==> src/rtl/uart_alu_pkg.sv <==
// Shared types and defaults for the UART <-> ALU command sequencer.
package uart_alu_pkg;

  localparam int NB_DATA_DEF       = 8;
  localparam int NB_OP_DEF         = 6;
  localparam int TIMEOUT_TICKS_DEF = 640;

  typedef enum logic [2:0] {
    ST_WAIT_A  = 3'd0,
    ST_WAIT_B  = 3'd1,
    ST_WAIT_OP = 3'd2,
    ST_SEND    = 3'd3,
    ST_WAIT_TX = 3'd4
  } state_e;

  function automatic logic is_busy(input state_e s);
    return (s == ST_SEND) || (s == ST_WAIT_TX);
  endfunction

endpackage

==> src/rtl/byte_timeout_cnt.sv <==
// Inter-byte baud-tick counter; exists only when UART_ALU_CTRL_TIMEOUT_EN is defined.
`ifdef UART_ALU_CTRL_TIMEOUT_EN
module byte_timeout_cnt #(
  parameter int TIMEOUT_TICKS = 640
) (
  input  logic clk,
  input  logic rst,
  input  logic en,
  input  logic clr,
  input  logic tick,
  output logic expired
);
  localparam int CW = $clog2(TIMEOUT_TICKS + 1);
  localparam logic [CW-1:0] TERM = CW'(TIMEOUT_TICKS);

  logic [CW-1:0] cnt;

  // Saturates at TERM; the sequencer leaves the enabled states on expiry.
  always_ff @(posedge clk) begin
    if (rst || clr || !en)               cnt <= '0;
    else if (tick && (cnt != TERM))      cnt <= cnt + 1'b1;
  end

  assign expired = en && !clr && (cnt == TERM);
endmodule
`endif

==> src/rtl/uart_alu_ctrl.sv <==
// Collects A/B/opcode bytes from rx, drives the ALU, sends one result byte via tx.
// Optional inter-byte timeout: define UART_ALU_CTRL_TIMEOUT_EN.
module uart_alu_ctrl
  import uart_alu_pkg::*;
#(
  parameter int NB_DATA       = NB_DATA_DEF,
  parameter int NB_OP         = NB_OP_DEF,
  parameter int TIMEOUT_TICKS = TIMEOUT_TICKS_DEF
) (
  input  logic               i_clk,
  input  logic               i_reset,
  input  logic               i_tick,
  input  logic               i_rx_done_tick,
  input  logic [NB_DATA-1:0] i_rx_data,
  output logic [NB_DATA-1:0] o_alu_a,
  output logic [NB_DATA-1:0] o_alu_b,
  output logic [NB_OP-1:0]   o_alu_op,
  input  logic [NB_DATA-1:0] i_alu_result,
  output logic               o_tx_start,
  output logic [NB_DATA-1:0] o_tx_data,
  input  logic               i_tx_done_tick,
  output logic               o_busy,
  output logic               o_drop,
  output logic               o_timeout
);

  state_e state, state_nx;
  logic   ld_a, ld_b, ld_op, ld_tx, drop_nx;
  logic   expired;
  logic   in_collect;

  assign in_collect = (state == ST_WAIT_B) || (state == ST_WAIT_OP);

`ifdef UART_ALU_CTRL_TIMEOUT_EN
  logic tmo_nx, tmo_q;

  byte_timeout_cnt #(.TIMEOUT_TICKS(TIMEOUT_TICKS)) u_tmo (
    .clk    (i_clk),
    .rst    (i_reset),
    .en     (in_collect),
    .clr    (i_rx_done_tick),
    .tick   (i_tick),
    .expired(expired)
  );

  assign tmo_nx    = expired;
  assign o_timeout = tmo_q;

  always_ff @(posedge i_clk) begin
    if (i_reset) tmo_q <= 1'b0;
    else         tmo_q <= tmo_nx;
  end
`else
  logic unused_tick;
  assign unused_tick = i_tick ^ (TIMEOUT_TICKS == 0) ^ in_collect;
  assign expired     = 1'b0;
  assign o_timeout   = 1'b0;
`endif

  always_ff @(posedge i_clk) begin
    if (i_reset) state <= ST_WAIT_A;
    else         state <= state_nx;
  end

  // An accepted byte always beats a coincident timeout.
  always_comb begin
    state_nx = state;
    case (state)
      ST_WAIT_A:  if (i_rx_done_tick) state_nx = ST_WAIT_B;
      ST_WAIT_B:  if (i_rx_done_tick) state_nx = ST_WAIT_OP;
                  else if (expired)   state_nx = ST_WAIT_A;
      ST_WAIT_OP: if (i_rx_done_tick) state_nx = ST_SEND;
                  else if (expired)   state_nx = ST_WAIT_A;
      ST_SEND:                        state_nx = ST_WAIT_TX;
      ST_WAIT_TX: if (i_tx_done_tick) state_nx = ST_WAIT_A;
      default:                        state_nx = ST_WAIT_A;
    endcase
  end

  always_comb begin
    ld_a    = (state == ST_WAIT_A)  && i_rx_done_tick;
    ld_b    = (state == ST_WAIT_B)  && i_rx_done_tick;
    ld_op   = (state == ST_WAIT_OP) && i_rx_done_tick;
    ld_tx   = (state == ST_SEND);
    drop_nx = is_busy(state) && i_rx_done_tick;
  end

  always_ff @(posedge i_clk) begin
    if (i_reset) begin
      o_alu_a    <= '0;
      o_alu_b    <= '0;
      o_alu_op   <= '0;
      o_tx_data  <= '0;
      o_tx_start <= 1'b0;
      o_busy     <= 1'b0;
      o_drop     <= 1'b0;
    end else begin
      if (ld_a)  o_alu_a   <= i_rx_data;
      if (ld_b)  o_alu_b   <= i_rx_data;
      if (ld_op) o_alu_op  <= i_rx_data[NB_OP-1:0];
      if (ld_tx) o_tx_data <= i_alu_result;
      o_tx_start <= ld_tx;
      o_busy     <= is_busy(state_nx);
      o_drop     <= drop_nx;
    end
  end

endmodule
==> config.mk <==
export PLATFORM = sky130hd
export DESIGN_NAME = uart_alu_ctrl
export DESIGN_NICKNAME = d
export VERILOG_FILES = /design/src/rtl/uart_alu_pkg.sv /design/src/rtl/byte_timeout_cnt.sv /design/src/rtl/uart_alu_ctrl.sv
export SDC_FILE = /design/constraint.sdc
export NUM_CORES = 1
export LEC_CHECK = 0
export ABC_CLOCK_PERIOD_IN_PS = 1250
export CAP_MARGIN = 30
export CORE_ASPECT_RATIO = 0.9
export CORE_MARGIN = 4
export CORE_UTILIZATION = 39
export CTS_BUF_LIST = sky130_fd_sc_hd__clkbuf_8
export CTS_CLUSTER_SIZE = 12
export DETAILED_ROUTE_END_ITERATION = 8
export HOLD_SLACK_MARGIN = 0.15
export PLACE_DENSITY_LB_ADDON = 0.12
export SLEW_MARGIN = 20
export SYNTH_ARGS = -nofsm -noshare
export SYNTH_HDL_FRONTEND = slang
export SYNTH_SLANG_ARGS = --single-unit
==> constraint.sdc <==
create_clock -name i_clk -period 1.25 [get_ports i_clk]
set_input_delay 0.1875 -clock i_clk [delete_from_list [all_inputs] [get_ports i_clk]]
set_output_delay 0.1875 -clock i_clk [all_outputs]
set_load 0.01 [all_outputs]
Yosys cells after proc, flatten, opt, wreduce, memory -nomap -nowiden:

Index checks and enable logic that the tools add are counted.

* memories kept: 0
* ROM bits: 0
* output and inout bits: 34
* bits in writable memories: 0
* bits in latches: 0
* register bits after elaboration: 36
* input bits: 21
* logic and storage cells: 26

* divide/modulo/power cells: 0
* reduce and logical (&&, ||, !) cells: 7
* multiply operators: 0
* eq/ne operators: 6
* order comparisons: 0
* $add $sub $neg: 0
* bitwise operators: 0
* shift operators: 0
* multiplexer cells: 5

Operators with widths (count)
* one-hot mux 3 bit (5 select lines): 1
* two-way mux 3 bit: 4
* equality test 3 x 2 -> 1 bit (second input constant): 3
* equality test 3 bit (second input constant): 2
* logical AND 1 bit: 4
* equality test 3 x 1 -> 1 bit (second input constant): 1
* zero test 3 bit: 1
* logical OR 1 bit: 2

Depth between registers and ports, before layout:

Gate-level depths: netlist (run 1).

* depth after elaboration: 4
* gate-level depth with buffers: 5
* gate-level depth less buffers: 3

Worst setup path before layout (run 1):

No wires, ideal clock.

* kind: flip-flop to flip-flop
* start: register state[2]
* end: register o_alu_b[0]
* buffers on the path: 2
* cell stages (with the launch flop): 6
* library setup time: 128 ps
* required time: 1122 ps
* slack: 32 ps
* arrival: 1090 ps
* period minus slack after synthesis: 1218 ps
* path through: dfxtp_1 -> buf_2 -> and4bb_1 -> buf_4 -> mux2i_1 -> nor2_1

* longest elaborated chain between the ends: 2

Ends and longest elaborated chain
* start: declaration: RTL line uart_alu_ctrl.sv:27 `state_e state, state_nx;`
* start signal: assignment: RTL line uart_alu_ctrl.sv:62 `else state <= state_nx;`
* equality test 3 x 1 -> 1 bit: RTL line uart_alu_ctrl.sv:82 `ld_b = (state == ST_WAIT_B) && i_rx_done_tick;`
* logical AND 1 bit: RTL line uart_alu_ctrl.sv:82
* end signal: assignment: RTL line uart_alu_ctrl.sv:99 `if (ld_b) o_alu_b <= i_rx_data;`
* end: declaration: RTL line uart_alu_ctrl.sv:16 `output logic [NB_DATA-1:0] o_alu_b,`

Every way passes these cells.
A chain may end at the register's enable or synchronous reset.

Final worst setup path (run 1):

* start: register state[1]
* end: register o_alu_b[2]

The elaborated chain is that of the path after synthesis.

==> impl_results.html, run 1 <==
<table>
<tr><th>Metric</th><th>Value</th></tr>
<tr><th colspan="2">Global route</th></tr>
<tr><td>First-pass GRT wire length</td><td>5490 um</td></tr>
<tr><td>Combined global-route utilization of all metal layers</td><td>15.2%</td></tr>
<tr><td>Via count of the first global-routing pass</td><td>1250</td></tr>
<tr><td>Antenna violations before repair</td><td>0</td></tr>
<tr><td>Largest net degree at the start of global routing</td><td>37</td></tr>
<tr><td>Overflow after GRT</td><td>0</td></tr>
<tr><th colspan="2">Placed design</th></tr>
<tr><td>Detailed placer's ending HPWL</td><td>2330 um</td></tr>
<tr><td>Number of input and output port buffers inserted</td><td>52</td></tr>
<tr><td>Routability Congestion</td><td>0.727</td></tr>
<tr><td>Area of placed instances</td><td>1990 um^2</td></tr>
<tr><th colspan="2">Final layout</th></tr>
<tr><td>Post-route standard cell area excluding fillers</td><td>2130 um^2</td></tr>
<tr><td>Ant diodes</td><td>0</td></tr>
<tr><td>Area overhead of the layout relative to synthesis</td><td>58.2%</td></tr>
<tr><td>Core occupancy in the finished layout</td><td>67.0%</td></tr>
<tr><td>Fraction of layout cells with a size suffix above 1</td><td>15.2%</td></tr>
<tr><td>Fin nets</td><td>230</td></tr>
<tr><th colspan="2">Routing</th></tr>
<tr><td>DR iter-0 viols</td><td>51</td></tr>
<tr><td>Overall via count from detail_route</td><td>1179</td></tr>
<tr><td>Count of unresolved DRC violations after routing</td><td>0</td></tr>
<tr><td>Post-DR wirelength/cell</td><td>12.7 um</td></tr>
<tr><td>Vias per std cell</td><td>4.68</td></tr>
<tr><td>Detailed-route wire length</td><td>3190 um</td></tr>
<tr><td>Drt pass-1 iters</td><td>4</td></tr>
<tr><td>Antenna Nets Post-Route</td><td>0</td></tr>
<tr><th colspan="2">Setup path</th></tr>
<tr><td>Startpoint-to-endpoint class of the critical path</td><td>flop to flop</td></tr>
<tr><td>Crit path largest cell delay</td><td>0.34 ns</td></tr>
<tr><td>Required time of the worst setup path</td><td>1.42 ns</td></tr>
<tr><td>Startpoint Class</td><td>flop</td></tr>
<tr><td>Arrival time of data at the critical path endpoint</td><td>1.44 ns</td></tr>
<tr><td>Capturing element type of the critical path</td><td>flop</td></tr>
<tr><td>Crit path max fanout</td><td>5</td></tr>
<tr><td>Cell type of the slowest stage on the worst timing path</td><td>dfxtp_2</td></tr>
<tr><td>Cell repeated most along the worst path</td><td>buf_6</td></tr>
<tr><td>Cell chain of the critical path</td><td>buf_6 &gt; and4bb_2 &gt; buf_6 &gt; mux2i_1 &gt; nor2_1</td></tr>
<tr><th colspan="2">Clock tree</th></tr>
<tr><td>Sink Count</td><td>36</td></tr>
<tr><td>Library cell used as clock root buffer</td><td>clkbuf_8</td></tr>
<tr><td>Number of buffers added by the clock tree synthesis step</td><td>5</td></tr>
<tr><td>Worst-skew pair later-pin latency</td><td>0.28 ns</td></tr>
<tr><td>CTS HTree Levels</td><td>2</td></tr>
<tr><td>Hold buffer count at CTS</td><td>0</td></tr>
<tr><td>Clock transition time at the flip-flop clock pins of the worst setup and hold paths</td><td>0.07 ns</td></tr>
<tr><td>CTS tree</td><td>yes</td></tr>
<tr><td>Longest Clk Path Bufs</td><td>2</td></tr>
<tr><th colspan="2">Logic synthesis</th></tr>
<tr><td>Synthesized area divided by synthesized cell count</td><td>9.24 um^2</td></tr>
<tr><td>Total of flip-flops plus latches after synthesis</td><td>36</td></tr>
<tr><td>Commonest cells in the netlist</td><td>dfxtp_1, nand2_1, a21oi_1</td></tr>
<tr><td>Area fraction of the dominant cell type after synthesis</td><td>53.4%</td></tr>
<tr><td>Post-synthesis cell count</td><td>146</td></tr>
<tr><td>Unique cell type count in the Yosys netlist</td><td>20</td></tr>
<tr><td>Post-Syn Area</td><td>1350 um^2</td></tr>
<tr><td>Top_reg_cell synth</td><td>dfxtp_1</td></tr>
<tr><td>Number of synthesized flops with an enable pin</td><td>0</td></tr>
<tr><td>Sequential-to-total area share from yosys stat</td><td>53.4%</td></tr>
<tr><td>Main area contributors after synthesis</td><td>dfxtp_1, mux2i_1, nand2_1</td></tr>
<tr><td>Most common cell in the synthesized netlist</td><td>dfxtp_1</td></tr>
<tr><td>Post-Syn Nets</td><td>167</td></tr>
<tr><td>Asr flop ratio synth</td><td>0%</td></tr>
<tr><td>Cell type contributing the most total cell area after synthesis</td><td>dfxtp_1</td></tr>
<tr><td>Warnings from Yosys</td><td>0</td></tr>
<tr><th colspan="2">STA</th></tr>
<tr><td>Clk_skew</td><td>0.00210 ns</td></tr>
<tr><td>Hold Violations, Final</td><td>0</td></tr>
<tr><td>Upper clock frequency limit</td><td>787 MHz</td></tr>
<tr><td>Crit share post-route</td><td>102%</td></tr>
<tr><td>Setup ws final</td><td>-0.0211 ns</td></tr>
<tr><td>Unrepaired setup endpoints after global routing</td><td>yes</td></tr>
<tr><td>Setup violation total in the final timing report</td><td>7</td></tr>
<tr><td>Shortest clock period the worst path allows after layout</td><td>1.27 ns</td></tr>
<tr><td>Total count of max-transition violations in the final report</td><td>0</td></tr>
<tr><td>Minimum hold slack</td><td>0.452 ns</td></tr>
<tr><th colspan="2">Floorplanning</th></tr>
<tr><td>I/O Pins</td><td>55</td></tr>
<tr><td>Height of the die</td><td>63.8 um</td></tr>
<tr><td>Cell row count</td><td>19</td></tr>
<tr><td>Area of the core</td><td>3190 um^2</td></tr>
<tr><td>Die footprint</td><td>4460 um^2</td></tr>
<tr><td>X dimension of the die</td><td>70.0 um</td></tr>
<tr><td>Effective utilization at floorplan</td><td>42.3%</td></tr>
<tr><th colspan="2">Status</th></tr>
<tr><td>Violated checks</td><td>negative setup slack</td></tr>
<tr><td>Result of the run</td><td>finished with violations</td></tr>
<tr><th colspan="2">Pwr</th></tr>
<tr><td>Leakage power figure</td><td>0.950 nW</td></tr>
<tr><td>Power Dens Cells</td><td>1230 nW/um^2</td></tr>
<tr><td>Maximum VDD drop</td><td>0.000778 V</td></tr>
<tr><th colspan="2">Job</th></tr>
<tr><td>Maxcap violations</td><td>0</td></tr>
<tr><th colspan="2">Worst hold path</th></tr>
<tr><td>Hold WC Path Type</td><td>input pin to flop</td></tr>
</table>
path summary, 6_finish.rpt:
kind / to / from / slack [ns] / depth (start not counted)
setup / recovery: o_alu_b[2]$_SDFFE_PP0P_ / state[1]$_SDFF_PP0_ / -0.02 / 5
hold reg to reg: o_alu_a[6]$_SDFFE_PP0P_ / o_alu_a[6]$_SDFFE_PP0P_ / 0.45 / 2
setup reg to reg: o_alu_b[2]$_SDFFE_PP0P_ / state[1]$_SDFF_PP0_ / -0.02 / 5
hold / removal: o_tx_data[3]$_SDFFE_PP0N_ / i_alu_result[3] / 0.45 / 3
cells in the final DEF (no fill, tap or decap), types with 2 or more instances in the layout:
cell type	n
a21oi_1	17
a21oi_2	2
buf_12	3
buf_4	8
buf_6	5
clkbuf_8	7
clkdlybuf4s50_1	18
dfxtp_1	34
dfxtp_2	2
dlygate4sd2_1	34
mux2i_1	15
nand2_1	32
nand3b_1	3
nor2_1	17
per-layer routing:
metal | share of wire (%) | vias to the layer above | GRT usage [%]
li1 | - | 607 | -
met1 | 45 | 538 | 17.9
met2 | 48 | 30 | 25.6
met3 | 5.8 | 4 | 5.33
met4 | 1.2 | 0 | 5.74
met5 | 0 | - | 0
kinds of logic after synthesis:
kind of cell | count (synthesis) | synth area share [%]
and+or+nand+nor | 61 | 22.5
AOI/OAI and AO/OA | 21 | 7.98
other | 1 | 0.278
DFF | 36 | 53.4
muxes | 15 | 11.1
buffers and inverters | 12 | 4.64
worst max-delay path: cells and delay by family, from the launching register on:
kind | cells | cell delay, ns
mux | 1 | 0.18
simple gates | 2 | 0.38
buf+inv | 2 | 0.26
flops | 1 | 0.34
registers in the layout, summed over array words and instances (netlist names):
signal	cells
o_alu_a	8
o_alu_b	8
o_tx_data	8
o_alu_op	6
state	3
o_busy	1
o_drop	1
o_tx_start	1
final cells by class:
| class | count | area, um^2 |
|---|---|---|
| clock inverters | 1 | 30.0 |
| repair buffers | 68 | 654 |
| fillers | 281 | 1050 |
| multi-input cells | 98 | 577 |
| flip-flops and latches | 36 | 723 |
| clock buffers | 7 | 96.3 |
| well taps | 42 | 52.6 |
timing repair:
item                                    4_1_cts  5_1_grt
endpoints found under the setup margin       54       31
pin swaps                                     2        4
setup buffers                                 1        1
gates cloned                                  0        0
gates resized for setup                      42        3
power breakdown:
| part | internal, W | total, W | switching (W) | leakage [nW] |
|---|---|---|---|---|
| combinational | 0.000185 | 0.000329 | 0.000144 | 0.592 |
| sequential | 0.00119 | 0.00121 | 0.0000210 | 0.293 |
| clock | 0.000703 | 0.00109 | 0.000386 | 0.0645 |
| total | 0.00208 | 0.00263 | 0.000551 | 0.950 |
per-stage QoR:
step / instances / TNS (ns) / total power [W] / worst slack (ns)
4_1_cts: 251 / -0.132 / 0.00264 / -0.0312
5_1_grt: 252 / -1.31 / 0.00274 / -0.0909
6_report: 252 / -0.0811 / 0.00263 / -0.0211
3_5_place_dp: 242 / -7.45 / 0.00157 / -0.377
3_3_place_gp: 242 / -6.67 / 0.00156 / -0.343
2_1_floorplan: 146 / 0 / 0.00138 / 0.0320
Power figures use the tool's default switching activity.
==> inputs of run 2 (changes only) <==
--- a/config.mk
+++ b/config.mk
@@ -11,6 +11,7 @@
 export CORE_MARGIN = 4
 export CORE_UTILIZATION = 39
 export CTS_BUF_LIST = sky130_fd_sc_hd__clkbuf_8
+export CTS_CLUSTER_DIAMETER = 80
 export CTS_CLUSTER_SIZE = 12
 export DETAILED_ROUTE_END_ITERATION = 8
 export HOLD_SLACK_MARGIN = 0.15
==> results of run 2 <==
No change in the layout: final DEF, timing and power equal those of run 1.
==> inputs of run 3 (changes only) <==
--- a/config.mk
+++ b/config.mk
@@ -14,6 +14,7 @@
 export CTS_CLUSTER_DIAMETER = 80
 export CTS_CLUSTER_SIZE = 12
 export DETAILED_ROUTE_END_ITERATION = 8
+export GPL_TIMING_DRIVEN = 0
 export HOLD_SLACK_MARGIN = 0.15
 export PLACE_DENSITY_LB_ADDON = 0.12
 export SLEW_MARGIN = 20
==> impl_results.html, run 3 (synthesized netlist as in run 1, its figures left out) <==
<table>
<tr><th>Metric</th><th>Value</th></tr>
<tr><th colspan="2">Placed design</th></tr>
<tr><td>Routability Congestion</td><td>0.733 (+0.76%)</td></tr>
<tr><td>Number of input and output port buffers inserted</td><td>51 (-1.9%)</td></tr>
<tr><td>Detailed placer's ending HPWL</td><td>2360 um (+1.5%)</td></tr>
<tr><td>Dpl ws</td><td>-0.507 ns (-0.130 ns)</td></tr>
<tr><th colspan="2">STA</th></tr>
<tr><td>Upper clock frequency limit</td><td>770 MHz (-2.1%)</td></tr>
<tr><td>Hold Violations, Final</td><td>0 (unchanged)</td></tr>
<tr><td>Unrepaired setup endpoints after global routing</td><td>yes</td></tr>
<tr><td>Transition at the pin with the smallest max-transition slack</td><td>0.676 ns</td></tr>
<tr><td>Setup violation total in the final timing report</td><td>11 (+4)</td></tr>
<tr><td>Total count of max-transition violations in the final report</td><td>0 (unchanged)</td></tr>
<tr><td>Crit share post-route</td><td>104% (+2.2 points)</td></tr>
<tr><td>Relative slew margins</td><td>54.9%</td></tr>
<tr><td>Setup ws final</td><td>-0.0481 ns (-0.0270 ns)</td></tr>
<tr><td>Shortest clock period the worst path allows after layout</td><td>1.30 ns (+0.0270 ns)</td></tr>
<tr><td>Clk_skew</td><td>0.00599 ns (+0.00389 ns)</td></tr>
<tr><th colspan="2">Floorplanning</th></tr>
<tr><td>I/O Pins</td><td>55 (unchanged)</td></tr>
<tr><td>Height of the die</td><td>63.8 um (unchanged)</td></tr>
<tr><td>Effective utilization at floorplan</td><td>42.3% (unchanged)</td></tr>
<tr><td>Cell row count</td><td>19 (unchanged)</td></tr>
<tr><td>Die footprint</td><td>4460 um^2 (unchanged)</td></tr>
<tr><td>Area of the core</td><td>3190 um^2 (unchanged)</td></tr>
<tr><td>X dimension of the die</td><td>70.0 um (unchanged)</td></tr>
<tr><th colspan="2">Setup path</th></tr>
<tr><td>Crit path largest cell delay</td><td>0.33 ns (about the same)</td></tr>
<tr><td>Required time of the worst setup path</td><td>1.41 ns (about the same)</td></tr>
<tr><td>Cell type of the slowest stage on the worst timing path</td><td>dfxtp_2</td></tr>
<tr><td>Arrival time of data at the critical path endpoint</td><td>1.46 ns (+0.02 ns)</td></tr>
<tr><td>Startpoint-to-endpoint class of the critical path</td><td>flop to flop</td></tr>
<tr><td>Critical path buffers and inverters</td><td>2 (unchanged)</td></tr>
<tr><td>Startpoint Class</td><td>flop</td></tr>
<tr><td>Crit path max fanout</td><td>8 (+3)</td></tr>
<tr><td>Cell chain of the critical path</td><td>buf_6 &gt; and4bb_1 &gt; buf_6 &gt; mux2i_2 &gt; nor2_1</td></tr>
<tr><td>Kind of cell adding the most delay to the critical path</td><td>flip-flops</td></tr>
<tr><td>Capturing element type of the critical path</td><td>flop</td></tr>
<tr><td>Cell repeated most along the worst path</td><td>buf_6</td></tr>
<tr><th colspan="2">Global route</th></tr>
<tr><td>Overflow after GRT</td><td>0 (unchanged)</td></tr>
<tr><td>Combined global-route utilization of all metal layers</td><td>15.7% (+0.54 points)</td></tr>
<tr><td>Largest net degree at the start of global routing</td><td>12 (-68%)</td></tr>
<tr><td>First-pass GRT wire length</td><td>5530 um (+0.62%)</td></tr>
<tr><td>Via count of the first global-routing pass</td><td>1174 (-6.1%)</td></tr>
<tr><td>Antenna violations before repair</td><td>0 (unchanged)</td></tr>
<tr><th colspan="2">Clock tree</th></tr>
<tr><td>Library cell used as clock root buffer</td><td>clkbuf_8</td></tr>
<tr><td>Worst-skew pair later-pin latency</td><td>0.28 ns (about the same)</td></tr>
<tr><td>Number of buffers added by the clock tree synthesis step</td><td>5 (unchanged)</td></tr>
<tr><td>Sink Count</td><td>36 (unchanged)</td></tr>
<tr><td>CTS tree</td><td>yes</td></tr>
<tr><td>Clock transition time at the flip-flop clock pins of the worst setup and hold paths</td><td>0.07 ns (about the same)</td></tr>
<tr><td>CTS HTree Levels</td><td>2 (unchanged)</td></tr>
<tr><td>Hold buffer count at CTS</td><td>0 (unchanged)</td></tr>
<tr><td>Longest Clk Path Bufs</td><td>2 (unchanged)</td></tr>
<tr><th colspan="2">Final layout</th></tr>
<tr><td>Most common cell after layout, fill and taps aside</td><td>dlygate4sd2_1</td></tr>
<tr><td>Fraction of layout cells with a size suffix above 1</td><td>20.9% (+5.6 points)</td></tr>
<tr><td>Area overhead of the layout relative to synthesis</td><td>56.8%</td></tr>
<tr><td>Most frequent cells in the layout</td><td>dlygate4sd2_1, dfxtp_1, nand2_1</td></tr>
<tr><td>Largest registers ranked by flip-flop count</td><td>o_alu_a: 8 flops, o_alu_b: 8 flops, o_tx_data: 8 flops</td></tr>
<tr><td>Ant diodes</td><td>0 (unchanged)</td></tr>
<tr><td>Filler cell count in the final layout</td><td>273 (-2.8%)</td></tr>
<tr><td>Fin nets</td><td>231 (+0.43%)</td></tr>
<tr><th colspan="2">Routing</th></tr>
<tr><td>Overall via count from detail_route</td><td>1242 (+5.3%)</td></tr>
<tr><td>Count of unresolved DRC violations after routing</td><td>0 (unchanged)</td></tr>
<tr><td>Vias per std cell</td><td>4.91 (+4.9%)</td></tr>
<tr><td>Antenna Nets Post-Route</td><td>0 (unchanged)</td></tr>
<tr><td>Post-DR wirelength/cell</td><td>13.5 um (+6.2%)</td></tr>
<tr><td>Drt pass-1 iters</td><td>4 (unchanged)</td></tr>
<tr><td>Detailed-route wire length</td><td>3400 um (+6.6%)</td></tr>
<tr><td>DR iter-0 viols</td><td>65 (+27%)</td></tr>
<tr><th colspan="2">Status</th></tr>
<tr><td>Result of the run</td><td>finished with violations</td></tr>
<tr><td>Violated checks</td><td>negative setup slack</td></tr>
<tr><th colspan="2">Worst hold path</th></tr>
<tr><td>Hold WC Path Type</td><td>input pin to flop</td></tr>
<tr><th colspan="2">Pwr</th></tr>
<tr><td>Maximum VDD drop</td><td>0.000804 V (+3.3%)</td></tr>
<tr><td>Final total power</td><td>0.00251 W (-4.4%)</td></tr>
<tr><td>Power Dens Cells</td><td>1190 nW/um^2 (-3.6%)</td></tr>
<tr><td>Leakage power figure</td><td>0.941 nW (-0.87%)</td></tr>
<tr><th colspan="2">Job</th></tr>
<tr><td>Maxcap violations</td><td>0 (unchanged)</td></tr>
</table>
-- run 3: routing by layer --
layer / GRT usage (%) / vias to the layer above / part of all wire [%]
li1: - / 610 / -
met4: 7.89 / 0 / 1.8
met1: 18.5 / 595 / 43
met5: 0 / - / 0
met3: 5.80 / 6 / 5.9
met2: 25.4 / 31 / 49
-- run 3: stage by stage --
step	instance area (um^2)	setup TNS (ns)	util (%)	std cells	hold WS, ns
2_1_floorplan	1350	0	-	146	0.323
3_3_place_gp	1910	-8.44	60.0	239	0.442
4_1_cts	2050	-0.185	64.3	251	0.285
3_5_place_dp	1910	-9.05	60.0	239	0.445
5_1_grt	2110	-1.34	66.4	253	0.298
6_report	2110	-0.273	66.4	253	0.272
-- run 3: worst paths after layout --
| path | from | endpoint | slack, ns | cells after the start |
|---|---|---|---|---|
| hold reg to reg | o_tx_data[4]$_SDFFE_PP0N_ | o_tx_data[4]$_SDFFE_PP0N_ | 0.45 | 2 |
| hold / removal | i_reset | o_alu_a[0]$_SDFFE_PP0P_ | 0.27 | 2 |
| setup reg to reg | state[2]$_SDFF_PP0_ | o_alu_b[0]$_SDFFE_PP0P_ | -0.05 | 5 |
| setup / recovery | state[2]$_SDFF_PP0_ | o_alu_b[0]$_SDFFE_PP0P_ | -0.05 | 5 |
-- run 3: layout make-up --
| class | count | area, um^2 | share of cell area [%] |
|---|---|---|---|
| Clock inverter | 3 | 38.8 | 1.83 |
| Sequential cell | 36 | 724 | 34.3 |
| Timing Repair Buffer | 58 | 518 | 24.5 |
| Tap cell | 42 | 52.6 | 2.49 |
| Multi-Input combinational cell | 98 | 628 | 29.7 |
| Clock buffer | 5 | 68.8 | 3.25 |
| Buffer | 11 | 83.8 | 3.96 |
-- run 3: what timing repair did --
action	4_1_cts	5_1_grt
setup buffers	4	2
endpoints found under the hold margin	0	0
gates resized for setup	49	17
setup endpoints to repair	56	30
pin swaps	4	19
gates cloned	0	1
-- run 3: where the power goes --
group	internal (W)	total [W]	switching, W	leakage (nW)
clock	0.000583	0.000968	0.000385	0.0593
combinational	0.000174	0.000331	0.000156	0.589
sequential	0.00119	0.00121	0.0000238	0.294
